File: src/rtl/mem_arb_pkg.sv
// Shared types and constants for the instruction/data memory-channel arbiter.
package mem_arb_pkg;

    typedef enum logic [1:0] {
        IDLE    = 2'd0,
        SERVE_I = 2'd1,
        SERVE_D = 2'd2,
        RESP    = 2'd3
    } state_t;

    typedef enum logic {
        REQ_I = 1'b0,
        REQ_D = 1'b1
    } req_t;

    // Wide enough for any byte-enable width; users slice the low BE_WIDTH bits.
    localparam logic [63:0] BE_ALL = '1;

endpackage

File: src/rtl/mem_arb_timer.sv
// Wait counter for an outstanding memory request; flags the cycle on which
// the count would reach MAX_WAIT so the arbiter can abort on that edge.
module mem_arb_timer #(
    parameter int MAX_WAIT   = 16,
    parameter int WAIT_WIDTH = 5
) (
    input  logic clk,
    input  logic rst,
    input  logic clear,
    input  logic enable,
    output logic expired
);

    logic [WAIT_WIDTH-1:0] count;

    always_ff @(posedge clk or posedge rst) begin
        if (rst) begin
            count <= '0;
        end else if (clear) begin
            count <= '0;
        end else if (enable) begin
            count <= count + WAIT_WIDTH'(1);
        end
    end

    assign expired = enable && (count == WAIT_WIDTH'(MAX_WAIT - 1));

endmodule

File: src/rtl/mem_arbiter.sv
// Arbitrates one single-ported memory channel between instruction fetch and the
// data cache. Define MEM_ARB_ROUND_ROBIN_EN for round-robin on simultaneous requests.
module mem_arbiter
    import mem_arb_pkg::*;
#(
    parameter int DATA_WIDTH = 32,
    parameter int BE_WIDTH   = 4,
    parameter int MAX_WAIT   = 16,
    parameter int WAIT_WIDTH = 5
) (
    input  logic                  CLK,
    input  logic                  RST,
    input  logic                  IReq,
    input  logic [DATA_WIDTH-1:0] IA,
    output logic [DATA_WIDTH-1:0] IRD,
    output logic                  IAck,
    input  logic                  DReq,
    input  logic                  DWE,
    input  logic [BE_WIDTH-1:0]   DBE,
    input  logic [DATA_WIDTH-1:0] DA,
    input  logic [DATA_WIDTH-1:0] DWD,
    output logic [DATA_WIDTH-1:0] DRD,
    output logic                  DAck,
    output logic                  MReq,
    output logic                  MWE,
    output logic [BE_WIDTH-1:0]   MBE,
    output logic [DATA_WIDTH-1:0] MA,
    output logic [DATA_WIDTH-1:0] MWD,
    input  logic                  MAck,
    input  logic [DATA_WIDTH-1:0] MRD,
    output logic                  StallI,
    output logic                  StallD,
    output logic                  ErrTimeout
);

    state_t state, state_next;
    req_t   owner;
    logic   serving, done, abort, expired;
    logic   grant_i, grant_d;
    logic [DATA_WIDTH-1:0] rsp_data;

    assign serving  = (state == SERVE_I) || (state == SERVE_D);
    assign done     = serving && MAck;
    assign abort    = serving && !MAck && expired;
    assign rsp_data = (abort || MWE) ? '0 : MRD;

    mem_arb_timer #(
        .MAX_WAIT   (MAX_WAIT),
        .WAIT_WIDTH (WAIT_WIDTH)
    ) u_timer (
        .clk     (CLK),
        .rst     (RST),
        .clear   (!serving),
        .enable  (serving && !MAck),
        .expired (expired)
    );

    always_ff @(posedge CLK or posedge RST) begin
        if (RST) begin
            state <= IDLE;
        end else begin
            state <= state_next;
        end
    end

    always_comb begin
        state_next = state;
        grant_i    = 1'b0;
        grant_d    = 1'b0;
        case (state)
            IDLE: begin
`ifdef MEM_ARB_ROUND_ROBIN_EN
                // owner still names the last requester served while idle
                if (DReq && IReq) begin
                    if (owner == REQ_D) begin
                        grant_i = 1'b1;
                    end else begin
                        grant_d = 1'b1;
                    end
                end else if (DReq) begin
                    grant_d = 1'b1;
                end else if (IReq) begin
                    grant_i = 1'b1;
                end
`else
                if (DReq) begin
                    grant_d = 1'b1;
                end else if (IReq) begin
                    grant_i = 1'b1;
                end
`endif
                if (grant_d) begin
                    state_next = SERVE_D;
                end else if (grant_i) begin
                    state_next = SERVE_I;
                end
            end
            SERVE_I, SERVE_D: begin
                if (done || abort) begin
                    state_next = RESP;
                end
            end
            RESP: begin
                state_next = IDLE;
            end
            default: begin
                state_next = IDLE;
            end
        endcase
    end

    always_comb begin
        MReq   = serving;
        IAck   = (state == RESP) && (owner == REQ_I);
        DAck   = (state == RESP) && (owner == REQ_D);
        StallI = IReq && !IAck;
        StallD = DReq && !DAck;
    end

    // Memory-side command registers stay frozen from grant until the next grant.
    always_ff @(posedge CLK or posedge RST) begin
        if (RST) begin
            MWE        <= 1'b0;
            MBE        <= '0;
            MA         <= '0;
            MWD        <= '0;
            IRD        <= '0;
            DRD        <= '0;
            ErrTimeout <= 1'b0;
            owner      <= REQ_D;
        end else begin
            if (grant_d) begin
                MWE   <= DWE;
                MBE   <= DBE;
                MA    <= DA;
                MWD   <= DWD;
                owner <= REQ_D;
            end else if (grant_i) begin
                MWE   <= 1'b0;
                MBE   <= BE_ALL[BE_WIDTH-1:0];
                MA    <= IA;
                MWD   <= '0;
                owner <= REQ_I;
            end
            if (done || abort) begin
                if (owner == REQ_I) begin
                    IRD <= rsp_data;
                end else begin
                    DRD <= rsp_data;
                end
            end
            if (abort) begin
                ErrTimeout <= 1'b1;
            end
        end
    end

endmodule

File: config.mk
export PLATFORM = sky130hd
export DESIGN_NAME = mem_arbiter
export DESIGN_NICKNAME = d
export VERILOG_FILES = /design/src/rtl/mem_arb_pkg.sv /design/src/rtl/mem_arb_timer.sv /design/src/rtl/mem_arbiter.sv
export SDC_FILE = /design/constraint.sdc
export NUM_CORES = 1
export LEC_CHECK = 0
export ABC_AREA = 1
export CAP_MARGIN = 20
export CORE_ASPECT_RATIO = 1.75
export CORE_MARGIN = 2
export CORE_UTILIZATION = 38
export DETAILED_ROUTE_END_ITERATION = 10
export HOLD_SLACK_MARGIN = 0.02
export PLACE_DENSITY = 0.77
export SYNTH_ARGS = -nofsm -noshare
export SYNTH_HDL_FRONTEND = slang
export SYNTH_HIERARCHICAL = 1
export SYNTH_SLANG_ARGS = --single-unit
export TNS_END_PERCENT = 50
File: constraint.sdc
create_clock -name CLK -period 4.1 [get_ports CLK]
set_input_delay 0.615 -clock CLK [delete_from_list [all_inputs] [get_ports CLK]]
set_output_delay 0.615 -clock CLK [all_outputs]
set_load 0.005 [all_outputs]
==> metrics.md <==
| Metric | Value |
|---|---|
| Violation count after the first detailed-routing iteration | `185` |
| Share of the clock period used by the worst path after layout | `59.40%` |
| Class of the tightest hold or removal check | `reg -> reg` |
| Tmin final | `about 2400 ps` |
| Skew final | `7.530 ps` |
| Post-detailed-route DRC marker count | `0` |
| Net switching power | `0.002445 W` |
| Kind of launch point of the worst setup path | `primary input` |
| Relative contribution of the clock network to total power | `22.8%` |
| Synth area leader | `sky130_fd_sc_hd__dfrtp_1` |
| Class of the most critical setup path | `in -> out` |
| Portion of synthesized cell area occupied by the leading cell type | `57.29%` |
| Number of antenna violations at the first check in global routing | `2` |
| Fraction of synthesis flops using an asynchronous set or reset pin | `100.0%` |
| Initial core utilization | `about two fifths` |
| Placeable core region | `~16,000 um^2` |
| Clock buffers created by TritonCTS | `17` |
| Count of hold-fix buffers inserted at cts | `0` |
| Total negative slack for setup checks | `0 ps` |
| Most instantiated flip-flop cell in the synthesis netlist | `sky130_fd_sc_hd__dfrtp_1` |
| Final ANT Viol Nets | `0` |
| Total routed wirelength | `19,080 um` |
| Post-synth net total | `866` |
| Count of endpoints failing setup in the final report | `0` |
| Max-slew headroom at the worst pin | `~50%` |
| Filler Cells Inserted | `1,394` |
| Run status | `finished, final reports clean` |
| Multi-input combinational cell area | `2218 um^2` |
| Final hold viol count | `0` |
| Total of max-cap violations | `0` |
| Netlist cell types | `20` |
| Worst setup slack before clock tree synthesis | `1626 ps` |
| Leakage power total | `between 4 and 5 nW` |
| Routed via count | `between 5,000 and 6,000` |
| Largest fanout of any net on the critical path | `2` |
| Timing-limited maximum frequency | `0.4106 GHz` |
| Detailed-routing iteration count for the pre-antenna-repair pass | `5` |
| Critical path endpoint category | `output pin` |
| Ranking of synthesized cells by instance count | `sky130_fd_sc_hd__nand2_1 (309), sky130_fd_sc_hd__dfrtp_1 (141), sky130_fd_sc_hd__nand3_1 (102)` |
| Number of global-route vias before repair | `about 5,600` |
| Clock net sink count | `about 140` |
| Syn Inst Count | `724` |
| Synthesis-stage register bit count | `142` |
| Number of setup buffers added after CTS | `0` |
| Count of H-tree levels built during CTS | `4` |
| Part of the Yosys area used for sequential elements | `approximately 58%` |
| Sw Ratio | `between 30% and 40%` |
| Setup WS post-layout | `1665 ps` |
| Clock transition at the registers of the reported paths | `50 ps` |
| Maximum clock path buffer count | `2` |
| Post-synthesis average cell area | `around 8.5 um^2` |
| Post-cts sizing count | `0` |
| WP data arrival | `1820 ps` |
| Share of post-route cells with drive strength above 1 | `under 10%` |
| First-pass GRT wire length | `29,540 um` |
| Register area | `around 3600 um^2` |
| Y dimension of the die | `approximately 170 um` |
| Routability congestion estimate | `0.8225` |
| Area grow syn2layout | `55.18%` |
| Most instantiated library cell after synthesis | `sky130_fd_sc_hd__nand2_1` |
| Global router's overall resource usage | `22.12%` |
| Die Footprint | `between 15,000 and 20,000 um^2` |
| Summed instance area of the synthesized netlist | `around 6200 um^2` |
| Worst Tran Pin Value | `749.5 ps` |
| Worst-skew pair later-pin latency | `approximately 410 ps` |
| Power density normalized to cell area | `roughly 740 nW/um^2` |
| EDFF count, synth | `0` |
| Int Pwr | `0.004593 W` |
| Number of top-level design ports | `277` |
| Combinational cell fraction of total power | `43.8%` |
| Number of vias per cell | `4.899` |
| Maximum number of pins on one net before global-route repair | `between 70 and 80` |
| Worst supply voltage drop on vdd | `0.4793 mV` |
| Sequential fraction of design power | `33.4%` |
| Critical path required time | `3480 ps` |
| Cell at the root of the clock tree | `sky130_fd_sc_hd__clkbuf_16` |
| Wire length per cell | `16.13 um` |
| Setup repair after global routing missed its margin | `no` |
| Count of nets after finishing | `1,122` |
| Cells taking the most area after synthesis | `sky130_fd_sc_hd__dfrtp_1 (57%), sky130_fd_sc_hd__nand2_1 (19%), sky130_fd_sc_hd__nand3_1 (8.3%), sky130_fd_sc_hd__o21ai_0 (5.6%), sky130_fd_sc_hd__buf_2 (2.0%)` |
| Final Max Slew Viols | `0` |
| Port Buf Inserts | `276` |
| Total half-perimeter wirelength after legalization and detailed placement | `13,380 um` |
| Width of the chip | `100.2 um` |
| Gr ovfl total | `0` |
| CTS tree | `yes` |
| Ys Warns | `6` |
| Row count | `61` |
==> worst paths after layout <==
path	slack, ps	depth (start not counted)	end	start
max	1660	4	StallI	IReq
min	460	2	ErrTimeout	ErrTimeout
max reg2reg	1760	12	IRD[4]	state[1]
min reg2reg	460	2	ErrTimeout	ErrTimeout
max in group asynchronous	2550	3	MA[1]	RST
min in group asynchronous	490	2	u_timer/count[2]	RST
==> layer usage <==
| layer | wire length (um) | track usage (%) | share of wire [%] | vias up |
|---|---|---|---|---|
| met3 | 1032 | 5.538 | 5.4 | 39 |
| met4 | 714 | 9.946 | 3.7 | 0 |
| met5 | 0 | 0 | 0 | - |
| li1 | - | - | - | 2824 |
| met2 | 10190 | 39.01 | 53 | 190 |
| met1 | 7149 | 24.94 | 37 | 2742 |
==> metrics by stage <==
stage | utilization [%] | hold slack, ps | total power, W | instances | instance area [um^2]
floorplan | - | 393.5 | 0.003789 | 724 | 6162
global placement | 56.32 | 445.6 | 0.005390 | 1150 | 8941
detailed placement | 56.32 | 449.4 | 0.005479 | 1150 | 8941
CTS | 60.17 | 464.6 | 0.007119 | 1181 | 9552
global route | 60.18 | 487.6 | 0.007535 | 1182 | 9554
finish | 60.20 | 462.3 | 0.007038 | 1183 | 9557
==> placed cells by master (no fill, tap or decap) <==
| cell type | n |
|---|---|
| sky130_fd_sc_hd__nor2_4 | 1 |
| sky130_fd_sc_hd__o21ai_4 | 1 |
| sky130_fd_sc_hd__bufinv_16 | 3 |
| sky130_fd_sc_hd__inv_1 | 20 |
| sky130_fd_sc_hd__buf_12 | 1 |
| sky130_fd_sc_hd__nand2_1 | 309 |
| sky130_fd_sc_hd__ha_2 | 1 |
| sky130_fd_sc_hd__nor2_2 | 1 |
| sky130_fd_sc_hd__a21oi_2 | 1 |
| sky130_fd_sc_hd__buf_4 | 9 |
| sky130_fd_sc_hd__nor2_1 | 18 |
| sky130_fd_sc_hd__inv_2 | 1 |
| sky130_fd_sc_hd__diode_2 | 2 |
| sky130_fd_sc_hd__clkinv_2 | 2 |
| sky130_fd_sc_hd__ha_1 | 3 |
| sky130_fd_sc_hd__nand3_2 | 3 |
| sky130_fd_sc_hd__clkbuf_8 | 2 |
| sky130_fd_sc_hd__clkbuf_16 | 17 |
| sky130_fd_sc_hd__clkdlybuf4s50_1 | 275 |
| sky130_fd_sc_hd__o21ai_0 | 69 |
| sky130_fd_sc_hd__buf_2 | 1 |
| sky130_fd_sc_hd__inv_6 | 4 |
| sky130_fd_sc_hd__dfstp_2 | 1 |
| sky130_fd_sc_hd__dfrtp_1 | 141 |
| sky130_fd_sc_hd__nand3_1 | 102 |
| sky130_fd_sc_hd__a21oi_1 | 2 |
| sky130_fd_sc_hd__clkinvlp_4 | 4 |
==> layout make-up <==
cell class              instances  share of cell area (%)
flip-flops and latches        142                   37.20
repair buffers                286                   29.77
multi-input cells             511                   23.21
clock buffers                  19                   4.739
well taps                     189                   2.474
clock inverters                12                   1.650
inverters                      22                  0.9034
diodes                          2                 0.05237
==> flip-flops by register name, indices dropped and copies added, names as in the netlist <==
signal         count
MWE                1
owner              1
MWD               32
MA                32
state              2
IRD               32
DRD               32
u_timer/count      5
ErrTimeout         1
MBE                4
==> critical path, cell delays in order <==
cell and delay (ps):
sky130_fd_sc_hd__clkdlybuf4s50_1 520, sky130_fd_sc_hd__inv_1 80, sky130_fd_sc_hd__nor2_1 100, sky130_fd_sc_hd__clkdlybuf4s50_1 500
==> power groups by stage <==
stage | logic (W) | registers, W | clock network [W]
after floorplan | 0.00138 | 0.00241 | 0
after global placement | 0.00304 | 0.00235 | 0
after detailed placement | 0.00311 | 0.00237 | 0
after CTS | 0.00314 | 0.00235 | 0.00163
after global routing | 0.00343 | 0.00242 | 0.00169
final | 0.00308 | 0.00235 | 0.00160
==> logic make-up after synthesis <==
logic type      share of synthesized area [%]
simple gates                            28.99
compound gates                          6.054
flops                                   57.72
fa+ha+maj                              0.8127
buf+inv                                 6.420
(Power assumes the default switching activity.)
